$ cat config.mk
export PLATFORM = sky130hd
export DESIGN_NAME = imem_loader_flat
export DESIGN_NICKNAME = d
export VERILOG_FILES = /design/src/rtl/imem_loader_if.sv /design/src/rtl/imem_loader.sv /design/src/flat_wrapper.sv
export SDC_FILE = /design/constraint.sdc
export NUM_CORES = 1
export LEC_CHECK = 0
export CORE_MARGIN = 10
export CORE_UTILIZATION = 45
export CTS_CLUSTER_DIAMETER = 80
export DETAILED_ROUTE_END_ITERATION = 8
export HOLD_SLACK_MARGIN = 0.08
export PLACE_DENSITY = 0.7
export SLEW_MARGIN = 20
export SYNTH_ARGS = -nofsm -noshare
export SYNTH_HDL_FRONTEND = slang
export SYNTH_SLANG_ARGS = --single-unit
$ cat constraint.sdc
create_clock -name clk -period 2.2 [get_ports clk]
set_input_delay 0.44 -clock clk [delete_from_list [all_inputs] [get_ports clk]]
set_output_delay 0.44 -clock clk [all_outputs]
set_load 0.05 [all_outputs]
$ cat src/rtl/imem_loader_if.sv
// ---------------------------------------------------------------------------
// imem_loader_if
//   Groups the loader's byte-stream handshake and its instruction-memory
//   write port.
//   Stream:  in_valid / in_data (source -> loader), in_ready (loader -> source)
//   Memory:  mem_wr_en / mem_wr_addr / mem_wr_data (loader -> memory)
//   Modports:
//     master - the stream source / memory side (the testbench)
//     slave  - the loader itself
// ---------------------------------------------------------------------------
interface imem_loader_if #(
  parameter int ADDR_WIDTH = 13
);
  logic                  in_valid;
  logic [7:0]            in_data;
  logic                  in_ready;
  logic                  mem_wr_en;
  logic [ADDR_WIDTH-1:0] mem_wr_addr;
  logic [7:0]            mem_wr_data;

  modport master (
    output in_valid, in_data,
    input  in_ready, mem_wr_en, mem_wr_addr, mem_wr_data
  );

  modport slave (
    input  in_valid, in_data,
    output in_ready, mem_wr_en, mem_wr_addr, mem_wr_data
  );
endinterface

$ cat src/rtl/imem_loader.sv
// ---------------------------------------------------------------------------
// imem_loader
//   Writer side of the Y86-64 instruction memory. Accepts a framed byte
//   stream (LEN_LO, LEN_HI, L program bytes, XOR checksum), writes the
//   program bytes to consecutive addresses starting at BASE_ADDR, and holds
//   the core stalled until a checksum-verified image is resident.
//   Ports:
//     clk, rst_n  - clock, asynchronous active-low reset
//     reload      - single-cycle pulse: abort / restart, await a new frame
//     bus         - stream handshake + memory write port (slave modport)
//     cpu_run     - high while a verified image is resident
//     load_done   - one-cycle pulse when the image is verified
//     load_error  - sticky error (bad length or checksum) until reload
//     byte_count  - program bytes written in the current frame
// ---------------------------------------------------------------------------
module imem_loader #(
  parameter int ADDR_WIDTH = 13,
  parameter int BASE_ADDR  = 0,
  parameter int MEM_BYTES  = 8192
) (
  input  logic         clk,
  input  logic         rst_n,
  input  logic         reload,
  imem_loader_if.slave bus,
  output logic         cpu_run,
  output logic         load_done,
  output logic         load_error,
  output logic [15:0]  byte_count
);

  typedef enum logic [2:0] {
    S_HDR_LO,
    S_HDR_HI,
    S_LOAD,
    S_CHK,
    S_DONE,
    S_ERR
  } state_e;

  localparam int                    LOAD_LIMIT = MEM_BYTES - BASE_ADDR;
  localparam logic [ADDR_WIDTH-1:0] BASE       = ADDR_WIDTH'(BASE_ADDR);

  state_e                state_q,      state_d;
  logic [7:0]            len_lo_q,     len_lo_d;
  logic [15:0]           len_q,        len_d;
  logic [7:0]            chk_q,        chk_d;
  logic [15:0]           byte_count_q, byte_count_d;
  logic                  wr_en_q,      wr_en_d;
  logic [ADDR_WIDTH-1:0] wr_addr_q,    wr_addr_d;
  logic [7:0]            wr_data_q,    wr_data_d;
  logic                  done_q,       done_d;

  logic        in_ready;
  logic        accept;
  logic [15:0] hdr_len;

  // NOTE: in_ready also depends on rst_n so the source sees "not ready"
  // for the whole time reset is held, not just after the first edge.
  always_comb begin
    in_ready = rst_n && !reload &&
               (state_q inside {S_HDR_LO, S_HDR_HI, S_LOAD, S_CHK});
  end

  assign accept  = bus.in_valid && in_ready;
  assign hdr_len = {bus.in_data, len_lo_q};

  // NOTE: every signal gets a default before the case so no path leaves a
  // value unassigned, which would otherwise infer a latch.
  always_comb begin
    state_d      = state_q;
    len_lo_d     = len_lo_q;
    len_d        = len_q;
    chk_d        = chk_q;
    byte_count_d = byte_count_q;
    wr_en_d      = 1'b0;
    wr_addr_d    = wr_addr_q;
    wr_data_d    = wr_data_q;
    done_d       = 1'b0;

    if (reload) begin
      // A write registered last cycle still drains from wr_*_q on its own.
      state_d      = S_HDR_LO;
      chk_d        = 8'h00;
      byte_count_d = 16'h0000;
    end else if (accept) begin
      unique case (state_q)
        S_HDR_LO: begin
          len_lo_d = bus.in_data;
          state_d  = S_HDR_HI;
        end
        S_HDR_HI: begin
          len_d        = hdr_len;
          chk_d        = 8'h00;
          byte_count_d = 16'h0000;
          if ({16'h0000, hdr_len} > 32'(LOAD_LIMIT)) state_d = S_ERR;
          else if (hdr_len == 16'h0000)               state_d = S_CHK;
          else                                        state_d = S_LOAD;
        end
        S_LOAD: begin
          wr_en_d      = 1'b1;
          wr_addr_d    = BASE + ADDR_WIDTH'(byte_count_q);
          wr_data_d    = bus.in_data;
          chk_d        = chk_q ^ bus.in_data;
          byte_count_d = byte_count_q + 16'd1;
          if (byte_count_q + 16'd1 == len_q) state_d = S_CHK;
        end
        S_CHK: begin
          if (bus.in_data == chk_q) begin
            state_d = S_DONE;
            done_d  = 1'b1;
          end else begin
            state_d = S_ERR;
          end
        end
        default: ;  // DONE / ERR never accept (in_ready is low)
      endcase
    end
  end

  // NOTE: sequential state uses non-blocking assignments so every flop
  // samples the pre-edge values regardless of statement order.
  always_ff @(posedge clk or negedge rst_n) begin
    if (!rst_n) begin
      state_q      <= S_HDR_LO;
      len_lo_q     <= 8'h00;
      len_q        <= 16'h0000;
      chk_q        <= 8'h00;
      byte_count_q <= 16'h0000;
      wr_en_q      <= 1'b0;
      wr_addr_q    <= '0;
      wr_data_q    <= 8'h00;
      done_q       <= 1'b0;
    end else begin
      state_q      <= state_d;
      len_lo_q     <= len_lo_d;
      len_q        <= len_d;
      chk_q        <= chk_d;
      byte_count_q <= byte_count_d;
      wr_en_q      <= wr_en_d;
      wr_addr_q    <= wr_addr_d;
      wr_data_q    <= wr_data_d;
      done_q       <= done_d;
    end
  end

  assign bus.in_ready    = in_ready;
  assign bus.mem_wr_en   = wr_en_q;
  assign bus.mem_wr_addr = wr_addr_q;
  assign bus.mem_wr_data = wr_data_q;

  // Run / error follow the terminal states, so a reload (next state HDR_LO)
  // clears both on the following cycle.
  assign cpu_run    = (state_q == S_DONE);
  assign load_error = (state_q == S_ERR);
  assign load_done  = done_q;
  assign byte_count = byte_count_q;

endmodule

$ cat src/flat_wrapper.sv
// flat-port wrapper written by rule: the top's interface ports become plain ports
module imem_loader_flat 
#(
  parameter int ADDR_WIDTH = 13,
  parameter int BASE_ADDR  = 0,
  parameter int MEM_BYTES  = 8192
)
  (clk, rst_n, reload, cpu_run, load_done, load_error, byte_count, bus_in_valid, bus_in_data, bus_in_ready, bus_mem_wr_en, bus_mem_wr_addr, bus_mem_wr_data);
  imem_loader_if #(.ADDR_WIDTH(ADDR_WIDTH)) bus_i ();
  input  logic clk;
  input  logic rst_n;
  input  logic reload;
  output logic cpu_run;
  output logic load_done;
  output logic load_error;
  output logic [15:0] byte_count;
  input wire logic [$bits(bus_i.in_valid)-1:0] bus_in_valid;
  input wire logic [$bits(bus_i.in_data)-1:0] bus_in_data;
  output wire logic [$bits(bus_i.in_ready)-1:0] bus_in_ready;
  output wire logic [$bits(bus_i.mem_wr_en)-1:0] bus_mem_wr_en;
  output wire logic [$bits(bus_i.mem_wr_addr)-1:0] bus_mem_wr_addr;
  output wire logic [$bits(bus_i.mem_wr_data)-1:0] bus_mem_wr_data;
  assign bus_i.in_valid = bus_in_valid;
  assign bus_i.in_data = bus_in_data;
  assign bus_in_ready = bus_i.in_ready;
  assign bus_mem_wr_en = bus_i.mem_wr_en;
  assign bus_mem_wr_addr = bus_i.mem_wr_addr;
  assign bus_mem_wr_data = bus_i.mem_wr_data;
  imem_loader #(.ADDR_WIDTH(ADDR_WIDTH), .BASE_ADDR(BASE_ADDR), .MEM_BYTES(MEM_BYTES)) u_core (.clk(clk), .rst_n(rst_n), .reload(reload), .bus(bus_i), .cpu_run(cpu_run), .load_done(load_done), .load_error(load_error), .byte_count(byte_count));
endmodule
# After elaboration in Yosys (flattened, before gate mapping)
# Cells that the tools add are included.
# Widths: inputs -> output; s select.
# classes
n_addsub	1
magnitude_cmp	1
eq_ne	8
n_mux	20
bitwise	2
n_reduce_logical	15
# op_table
cell	n
$mux 16	2
$pmux 16 s2	1
$add 16x1->16 const B	1
$eq 16x16->1	1
$gt 16x14->1 const B	1
$logic_not 16->1	1
$mux 8	2
$pmux 8 s2	1
$mux 3	4
$pmux 3 s4	1
$reduce_and 3->1	4
$mux 1	9
$eq 8x8->1	1
$xor 8x8->8	1
$eq 3x2->1 const B	2
$eq 3x3->1 const B	2
$reduce_bool 5->1	1
$reduce_bool 4->1	1
$eq 3x1->1 const B	1
$logic_and 1x1->1	3
$logic_not 3->1	1
$ne 3x3->1 const B	1
$reduce_bool 3->1	1
$reduce_and 2->1	1
other kinds (3)	3
# word_totals
reg_bits	74
input_bits	12
output_inout_bits	42
word_cells	56

# Longest topological paths before layout
# Gate-level depths: netlist (run 1).
# depth
depth_word	6
mapped_depth	9

# Least setup slack after synthesis (run 1)
# OpenSTA, ideal clock, no wires.
# synth_path
path_kind	register to register
from	register u_core.byte_count_q[1] (netlist: u_core.byte_count[1])
to	register u_core.state_q[2]
setup_time_ns	0.099
t_arrival_ns	2.533
setup_slack_ns	-0.432
path_stages_with_launch	10
path_buffers	1
period_less_slack_ns	2.632
path_cell_list	dfrtp_1 -> ha_1 -> buf_2 -> nand4_1 -> nor3_2 -> xnor2_1 -> nand2_1 -> a2111oi_4 -> nand4_1 -> a311oi_1
# synth_between
elab_chain_cells	4
# synth_rtl
element	line_no	source
from (decl)	imem_loader.sv:47	logic [15:0] byte_count_q, byte_count_d;
from (signal assigned)	imem_loader.sv:138	byte_count_q <= byte_count_d;
$add 16x1->16	imem_loader.sv:105	if (byte_count_q + 16'd1 == len_q) state_d = S_CHK;
$eq 16x16->1	imem_loader.sv:105	
$ne 3x3->1 (no source line)	-	
$reduce_and 3->1 (no source line)	-	
to (signal assigned)	imem_loader.sv:134	state_q <= state_d;
to (decl)	imem_loader.sv:43	state_e state_q, state_d;
# Every way passes these cells.
# A chain may end at the register's enable or synchronous reset.

# Worst setup path after layout (run 1)
# layout_path
from	register u_core.byte_count_q[10] (netlist: u_core.byte_count[10])
to	output port byte_count[10]
# layout_lines
element	line_no	source
to (decl)	flat_wrapper.sv:16	output logic [15:0] byte_count;
# No word-level cell between the ends.

==> metrics.txt, run 1 <==
status=completed; Rows=33; Finished Layout Cells=602; Setup CP Type=flip-flop to primary output; H-tree levels=3; dpl hpwl=7350 um; top-area cell type share of the netlist area=48.6%; ratio of cells with drive above 1 in the final layout=27.2%; Worst Path Arrival=1.73 ns; worst min path class=input pin to asynchronous set/reset pin; largest net degree at the start of global routing=50; Die H=112 um; Synth Area per Inst=9.64 um^2; cts bufs inserted=9; CP max FO=6; clock root buffer master=clkbuf_8; gr usage total=16.4%; number of global-route vias before repair=3,464; Vias=3,298; Die Width=112 um; Period minus WS final=2.17 ns; Max Cap Viol=0; synthesized flop and latch total=74; syn nets=408; Clock Path Buffers=2; Worst Setup SP=u_core.byte_count[10]; Avg WL per Cell=17.1 um; FFs w/ async S/R, synth=100%; RSZ-0062 raised after global routing=yes; Remaining DRCs=0; Leak=2.41 nW; sequential fraction of the synthesis area=48.6%; Hold-fix buffers, CTS=0; Core ar.=8220 um^2; Clock Power Share=39.1%; cell count after synthesis=395; period utilization=98.5%; P_sw=0.880 mW; Detail Route Antenna Nets=0; r2r setup slk=0.05 ns; CTS tree=yes; Max-slew headroom=59.6%; Critical Path Start Type=flip-flop; Clock Latency Late Sink=0.35 ns; ANT cells=0; Starting Density=46.3%; vias per cell=5.48; crit end category=primary output; Net Sw Frac=26.2%; Ys Warns=0; Achievable Freq=461 MHz; Pins Over Slew Limit=0; die area=12,500 um^2; CP max-delay cell=clkdlybuf4s50_1; Clock transition at path regs=0.08 ns; Register-to-Register Path Depth=8; Peak supply drop=0.000424 V; PortBufs=53; I/O pins=54; clock sinks=74; first-pass GRT wire length=17,200 um; final core occ=62.8%; Initial DRC Count=249; part of the power in registers=47.2%; most common cell after layout, fill and taps aside=nand2_1; Fin. Hold Viols=0; PwrDens=651 nW/um^2; reg2reg end=u_core.state_q[0]; P&R area growth vs syn=35.6%; cell internal pwr=2.48 mW; Top FF cell, synth=dfrtp_1; Synth area leaders=dfrtp_1 49%, nand2_1 8.0%, mux2_2 7.1%; reg-to-reg startpoint=u_core.byte_count[1]; Cell Chain, Critical Path=buf_4 -> clkdlybuf4s50_1; synthesized area=3810 um^2; Setup Viol. Count Final=0; Total Nets Final=505; measured slew at the worst slew-check pin=0.606 ns; Worst path max stage delay=0.81 ns; total congestion overflow=0; Netlist cell types=55; initial antenna violation count=0; first drt pass iteration count=5; # placed instances=573; skew final=0.00612 ns; Post-synth EDFFs=0; RePlAce Congestion=0.853; logic gate share of total power=13.7%; worst setup path end=byte_count[10]; final wirelength=10,300 um; cell taking the most area after synthesis=dfrtp_1; worst endpoint required time=1.76 ns; commonest cells after routing, fill and taps aside=80 x nand2_1, 62 x dfrtp_1, 56 x buf_4, 44 x clkdlybuf4s50_1, 33 x o21ai_0
metrics by stage:
step	power (mW)	setup TNS (ns)	area, um^2	hold slack [ns]	worst slack, ns
2_1_floorplan	1.88	0	3860	0.144	0.0151
3_3_place_gp	2.04	-3.93	4770	0.458	-0.271
3_5_place_dp	2.06	-5.81	4770	0.462	-0.356
4_1_cts	3.37	0	5120	0.137	0.00542
5_1_grt	3.50	-0.160	5160	0.142	-0.0810
6_report	3.36	0	5160	0.120	0.0331
critical path, delay by kind of cell, from the launching register on:
family / cells / cell delay [ns]
buf+inv: 2 / 0.98
flops: 1 / 0.40
final cells by class:
type                            count  area (um^2)
Timing Repair Buffer              111         1040
Multi-Input combinational cell    290         1860
Clock buffer                        9          124
Tap cell                          105          131
Sequential cell                    74         1870
Fill cell                         691         3050
Inverter                            6         22.5
Clock inverter                      7          123
worst min-delay path by stage:
stage / slack [ns] / cells past startpoint / from / end
2_1_floorplan: 0.14 / 0 / rst_n / u_core.bus.mem_wr_addr[0]
3_3_place_gp: 0.46 / 2 / u_core.bus.mem_wr_addr[7] / u_core.bus.mem_wr_addr[7]
3_5_place_dp: 0.46 / 2 / u_core.bus.mem_wr_data[1] / u_core.bus.mem_wr_data[1]
4_1_cts: 0.14 / 2 / rst_n / u_core.bus.mem_wr_addr[8]
5_1_grt: 0.14 / 2 / rst_n / u_core.bus.mem_wr_addr[0]
6_report: 0.12 / 2 / rst_n / u_core.bus.mem_wr_addr[8]
cell families after synthesis:
group | after synthesis | synth area share [%]
fa+ha+maj | 1 | 0.329
mux | 26 | 7.62
flops | 74 | 48.6
compound gates | 73 | 12.1
buf+inv | 31 | 4.50
simple gates | 162 | 20.4
xor+xnor | 28 | 6.44
cell usage after synthesis, types with 3 or more instances:
cell      count
inv_1         4
nor4_1        5
buf_4         3
o21ai_1       6
xnor2_1      18
xor2_1       10
a21oi_1       7
nand2_1      81
mux2_2       24
nor2_1       30
nor3_2        3
nand4_1       8
nand3_1       6
or3_1         3
dfrtp_1      74
clkbuf_1      7
buf_2        11
buf_6         4
o31ai_1       8
nor3_1        5
o21ai_0      34
power groups by stage:
stage / clock, mW / sequential [mW] / combinational [mW]
5_1_grt: 1.39 / 1.60 / 0.504
6_report: 1.32 / 1.59 / 0.460
3_3_place_gp: 0 / 1.60 / 0.437
4_1_cts: 1.33 / 1.58 / 0.465
3_5_place_dp: 0 / 1.61 / 0.453
2_1_floorplan: 0 / 1.58 / 0.300
layer usage:
layer	vias up	track usage, %	share of wire, %
li1	1564	-	-
met1	1598	19.8	42
met2	118	27.7	50
met3	18	3.76	6.6
met4	0	6.18	1.6
met5	-	0	0
repair_timing:
action                     4_1_cts  5_1_grt
gates resized for setup          8        5
setup endpoints to repair        4        4
pin swaps                        7        7
gates cloned                     0        0
buffers inserted                10        3
registers in the layout (all words and copies together), names as in the netlist:
register                count
u_core.bus.mem_wr_addr     13
u_core.bus.mem_wr_data      8
u_core.bus.mem_wr_en        1
u_core.byte_count          16
u_core.chk_q                8
u_core.len_lo_q             8
u_core.len_q               16
u_core.load_done            1
u_core.state_q              3
Power figures use the tool's default switching activity.
==> inputs of run 2 (changes only) <==
- ABC_AREA: unset -> 0
- DONT_BUFFER_PORTS: unset -> 1
- PLACE_DENSITY: 0.7 -> unset
==> metrics.txt, run 2 (same netlist as run 1, synthesis figures left out) <==
status=completed; worst min path class=input pin to flip-flop; ratio of cells with drive above 1 in the final layout=28.4% (+1.3 points); Leak=2.08 nW (-14%); dpl hpwl=6700 um (-8.8%); Clock transition at path regs=0.08 ns (about the same); setup tns final=0 ns (unchanged); Achievable Freq=469 MHz (+1.6%); first-pass GRT wire length=15,700 um (-8.5%); period utilization=96.9% (-1.5 points); skew final=0.0139 ns (+0.00774 ns); logic gate share of total power=13.3% (-0.4 points); Remaining DRCs=0 (unchanged); Cell Chain, Critical Path=ha_4 -> nand4_1 -> nor3_4 -> xnor2_1 -> nand2_1 -> a2111oi_4 -> nand4_1 -> a311oi_1; Max Cap Viol=0 (unchanged); Rows=33 (unchanged); Finished Layout Cells=541 (-10%); Max-slew headroom=66.1% (+6.5 points); cts bufs inserted=9 (unchanged); largest net degree at the start of global routing=75 (+50%); Setup CP Type=flip-flop to flip-flop; PortBufs=0 (-100%); Total Nets Final=445 (-12%); RePlAce Congestion=0.908 (+6.4%); Die Width=112 um (unchanged); part of the power in registers=54.2% (+7.0 points); first drt pass iteration count=4 (-1); fillers=704 (+1.9%); Period minus WS final=2.13 ns (-0.0340 ns); Vias=2,982 (-9.6%); clock root buffer master=clkbuf_8; Fin Hold WS=0.148 ns (+0.0283 ns); vias per cell=5.51 (+0.61%); Detail Route Antenna Nets=0 (unchanged); Initial DRC Count=168 (-33%); final wirelength=9500 um (-7.6%); number of global-route vias before repair=3,005 (-13%); Fin. Hold Viols=0 (unchanged); final core occ=54.5% (-8.3 points); Critical Path Start Type=flip-flop; P_sw=0.813 mW (-7.6%); CTS tree=yes; Peak supply drop=0.000368 V (-13%); initial antenna violation count=0 (unchanged); final instance area=4480 um^2 (-13%); Pins Over Slew Limit=0 (unchanged); PwrDens=661 nW/um^2 (+1.5%); ANT cells=0 (unchanged); Worst Path Arrival=2.39 ns (+0.66 ns); most common cell after layout, fill and taps aside=nand2_1; die area=12,500 um^2 (unchanged); gr usage total=15.2% (-1.1 points); Core ar.=8220 um^2 (unchanged); clock sinks=74 (unchanged); Clock Power Share=32.5% (-6.6 points); CP max-delay cell=dfrtp_2; placed inst area=4110 um^2 (-14%); # placed instances=509 (-11%); cell internal pwr=2.15 mW (-13%); CP max FO=5 (-1); Clock Latency Late Sink=0.35 ns (about the same); total congestion overflow=0 (unchanged); Critical path buffers and inverters=0 (-2); Avg WL per Cell=17.6 um (+2.9%); H-tree levels=3 (unchanged); Net Sw Frac=27.4% (+1.3 points); P&R area growth vs syn=17.7%; Starting Density=46.3% (unchanged); most frequent CP cell=nand4_1; worst endpoint required time=2.45 ns (+0.69 ns); commonest cells after routing, fill and taps aside=80 x nand2_1, 62 x dfrtp_1, 47 x buf_4, 33 x o21ai_0, 29 x nor2_1; I/O pins=54 (unchanged); Setup Viol. Count Final=0 (unchanged); crit-path leading delay family=simple AND/OR/NAND/NOR gates; Clock Path Buffers=2 (unchanged); crit end category=flip-flop; Worst path max stage delay=0.43 ns (-0.38 ns); measured slew at the worst slew-check pin=0.509 ns (-0.0974 ns); Die H=112 um (unchanged); RSZ-0062 raised after global routing=yes
==> run 2: worst reg2reg max path, cell delays in order (launching register included) <==
cell and delay, ns:
dfrtp_2 0.43, ha_4 0.17, nand4_1 0.18, nor3_4 0.22
xnor2_1 0.14, nand2_1 0.11, a2111oi_4 0.31, nand4_1 0.18
a311oi_1 0.30
==> run 2: power groups by stage <==
stage | Sequential, mW | Combinational (mW) | Clock (mW)
6_report | 1.61 | 0.394 | 0.962
5_1_grt | 1.63 | 0.434 | 1.05
4_1_cts | 1.61 | 0.387 | 0.990
3_5_place_dp | 1.63 | 0.351 | 0
3_3_place_gp | 1.63 | 0.347 | 0
2_1_floorplan | 1.58 | 0.300 | 0
==> run 2: worst paths after layout <==
kind / start / slack [ns] / depth (start not counted) / to
max reg2reg: u_core.byte_count[0] / 0.07 / 8 / u_core.state_q[2]
min reg2reg: u_core.chk_q[1] / 0.49 / 1 / u_core.chk_q[1]
min: reload / 0.15 / 1 / u_core.state_q[2]
max in group asynchronous: rst_n / 1.24 / 2 / u_core.byte_count[8]
max: u_core.byte_count[0] / 0.07 / 8 / u_core.state_q[2]
min in group asynchronous: rst_n / 0.66 / 2 / u_core.byte_count[4]
==> run 2: timing repair <==
action / in CTS / in global routing
hold endpoints to repair: 74 / 0
endpoints found under the setup margin: 0 / 2
gates resized for setup: 0 / 9
hold buffers: 2 / 0
setup buffers: 0 / 15
==> run 2: routing by layer <==
| layer | vias to the layer above | GRT usage, % | wire length (um) |
|---|---|---|---|
| met4 | 0 | 4.31 | 119 |
| met5 | - | 0 | 0 |
| li1 | 1444 | - | - |
| met2 | 73 | 25.1 | 4560 |
| met3 | 10 | 5.53 | 696 |
| met1 | 1455 | 18.3 | 4120 |
==> run 2: stage by stage <==
step | power, mW | setup WS (ns)
after floorplan | 1.88 | 0.0151
after global placement | 1.98 | 0.138
after detailed placement | 1.99 | 0.0511
after CTS | 2.98 | 0.0292
after global routing | 3.11 | -0.0608
final | 2.96 | 0.0672
==> run 2: cell type report <==
class | instances | area [um^2] | area share (%)
Clock buffer | 11 | 151 | 3.38
Clock inverter | 4 | 26.3 | 0.586
Inverter | 6 | 22.5 | 0.503
Multi-Input combinational cell | 290 | 1860 | 41.5
Sequential cell | 74 | 1870 | 41.7
Tap cell | 105 | 131 | 2.93
Timing Repair Buffer | 51 | 422 | 9.41
==> inputs of run 3 (changes only) <==
- CORE_ASPECT_RATIO: unset -> 1.4
==> metrics.txt, run 3 (same netlist as run 1, synthesis figures left out) <==
Period minus WS final=2.15 ns (+0.0201 ns); final core occ=56.3% (+1.7 points); Core ar.=8200 um^2 (-0.23%); skew final=0.00413 ns (-0.00973 ns); vias per cell=5.69 (+3.3%); Pins Over Slew Limit=0 (unchanged); clock root buffer master=clkbuf_16; Max Cap Viol=0 (unchanged); initial antenna violation count=0 (unchanged); Remaining DRCs=0 (unchanged); clock sinks=74 (unchanged); CP max-delay cell=or4_1; Max-slew headroom=54.4% (-12 points); Setup Viol. Count Final=0 (unchanged); measured slew at the worst slew-check pin=0.683 ns (+0.174 ns); cts bufs inserted=9 (unchanged); dpl hpwl=6750 um (+0.83%); Fin. Hold Viols=0 (unchanged); worst endpoint required time=2.44 ns (about the same); Clock Path Buffers=2 (unchanged); Detail Route Antenna Nets=0 (unchanged); period utilization=97.9% (+0.91 points); worst min path class=input pin to flip-flop; ratio of cells with drive above 1 in the final layout=28.3% (-0.099 points); Critical path buffers and inverters=0 (unchanged); Worst Path Arrival=2.40 ns (about the same); number of global-route vias before repair=2,974 (-1.0%); Peak supply drop=0.000449 V (+22%); Initial DRC Count=166 (-1.2%); RSZ-0062 raised after global routing=yes; Vias=3,052 (+2.3%); H-tree levels=3 (unchanged); total congestion overflow=0 (unchanged); CP max FO=7 (+2); Cell Chain, Critical Path=nand4_2 -> or2_1 -> or4_1 -> nand3_1 -> nand4_1 -> a311oi_2; reg-to-reg startpoint=u_core.byte_count[5]; Clock transition at path regs=0.06 ns (-0.02 ns); first-pass GRT wire length=15,800 um (+0.57%); Worst path max stage delay=0.49 ns (+0.06 ns); status=completed; I/O pins=54 (unchanged); crit-path leading delay family=simple AND/OR/NAND/NOR gates; die area=12,600 um^2 (+0.41%); commonest cells after routing, fill and taps aside=80 x nand2_1, 63 x dfrtp_1, 47 x buf_4, 33 x o21ai_0, 28 x nor2_1; crit end category=flip-flop; largest net degree at the start of global routing=75 (unchanged); Setup CP Type=flip-flop to flip-flop; PortBufs=0 (unchanged); CTS tree=yes; final wirelength=9730 um (+2.4%); PwrDens=797 nW/um^2 (+21%); Hold Crit Start=reload; first drt pass iteration count=5 (+1); Critical Path Start Type=flip-flop; ANT cells=0 (unchanged); Total Nets Final=443 (-0.45%); # placed instances=507 (-0.39%); gr usage total=15.6% (+0.35 points); Die Width=97.7 um (-13%); P&R area growth vs syn=21.2%; Clock Latency Late Sink=0.34 ns (about the same); Achievable Freq=464 MHz (-0.93%); setup tns final=0 ns (unchanged); Leak=2.15 nW (+3.5%); Worst Setup SP=u_core.byte_count[5]; Starting Density=46.4% (+0.11 points); Avg WL per Cell=18.1 um (+3.3%); RePlAce Congestion=0.875 (-3.6%); Rows=39 (+18%); most common cell after layout, fill and taps aside=nand2_1; Finished Layout Cells=536 (-0.92%); r2r setup slk=0.05 ns (-0.02 ns); Die H=129 um (+15%)
==> run 3: where the power goes <==
part           leakage [nW]  switching, mW  internal [mW]  total, mW
sequential            0.981          0.123           1.48       1.60
combinational          1.01          0.180          0.205      0.385
clock                 0.162          0.582           1.11       1.69
total                  2.15          0.885           2.79       3.68
==> run 3: final timing paths <==
check,cells past startpoint,to
setup reg to reg,6,u_core.state_q[2]
setup / recovery,6,u_core.state_q[2]
max in group asynchronous,2,u_core.byte_count[2]
hold reg to reg,1,u_core.chk_q[1]
hold / removal,1,u_core.state_q[2]
min in group asynchronous,2,u_core.bus.mem_wr_addr[4]
==> run 3: layout make-up <==
type,instances,area (um^2)
Fill cell,729,3580
Inverter,6,22.5
Sequential cell,74,1870
Multi-Input combinational cell,290,1870
Tap cell,102,128
Timing Repair Buffer,49,390
Clock inverter,6,115
Clock buffer,9,225
==> run 3: per-layer routing <==
metal	GRT usage, %	routed length, um	vias up
li1	-	-	1445
met1	17.2	3810	1470
met2	25.6	4860	105
met3	4.34	655	32
met4	10.7	405	0
met5	0	0	-
==> run 3: through the flow <==
step           setup slack (ns)  hold slack [ns]  cell area [um^2]  total power [mW]
4_1_cts                  0.0284            0.154              4480              3.70
2_1_floorplan            0.0151            0.144              3860              1.88
6_report                 0.0471            0.158              4610              3.68
5_1_grt                  -0.105            0.156              4610              3.81
3_5_place_dp             0.0305            0.148              4110              1.97
3_3_place_gp              0.115            0.147              4110              1.96
==> run 3: repair_timing <==
item | in CTS | in global routing
endpoints found under the hold margin | 74 | 0
hold buffers | 2 | 0
resized for setup | 0 | 10
endpoints found under the setup margin | 0 | 2
setup buffers | 0 | 12
==> run 3: worst register-to-register path: stages, from the launching register on <==
cell and delay (ns):
dfrtp_2 0.44, nand4_2 0.19, or2_1 0.33, or4_1 0.50, nand3_1 0.11, nand4_1 0.16
a311oi_2 0.32
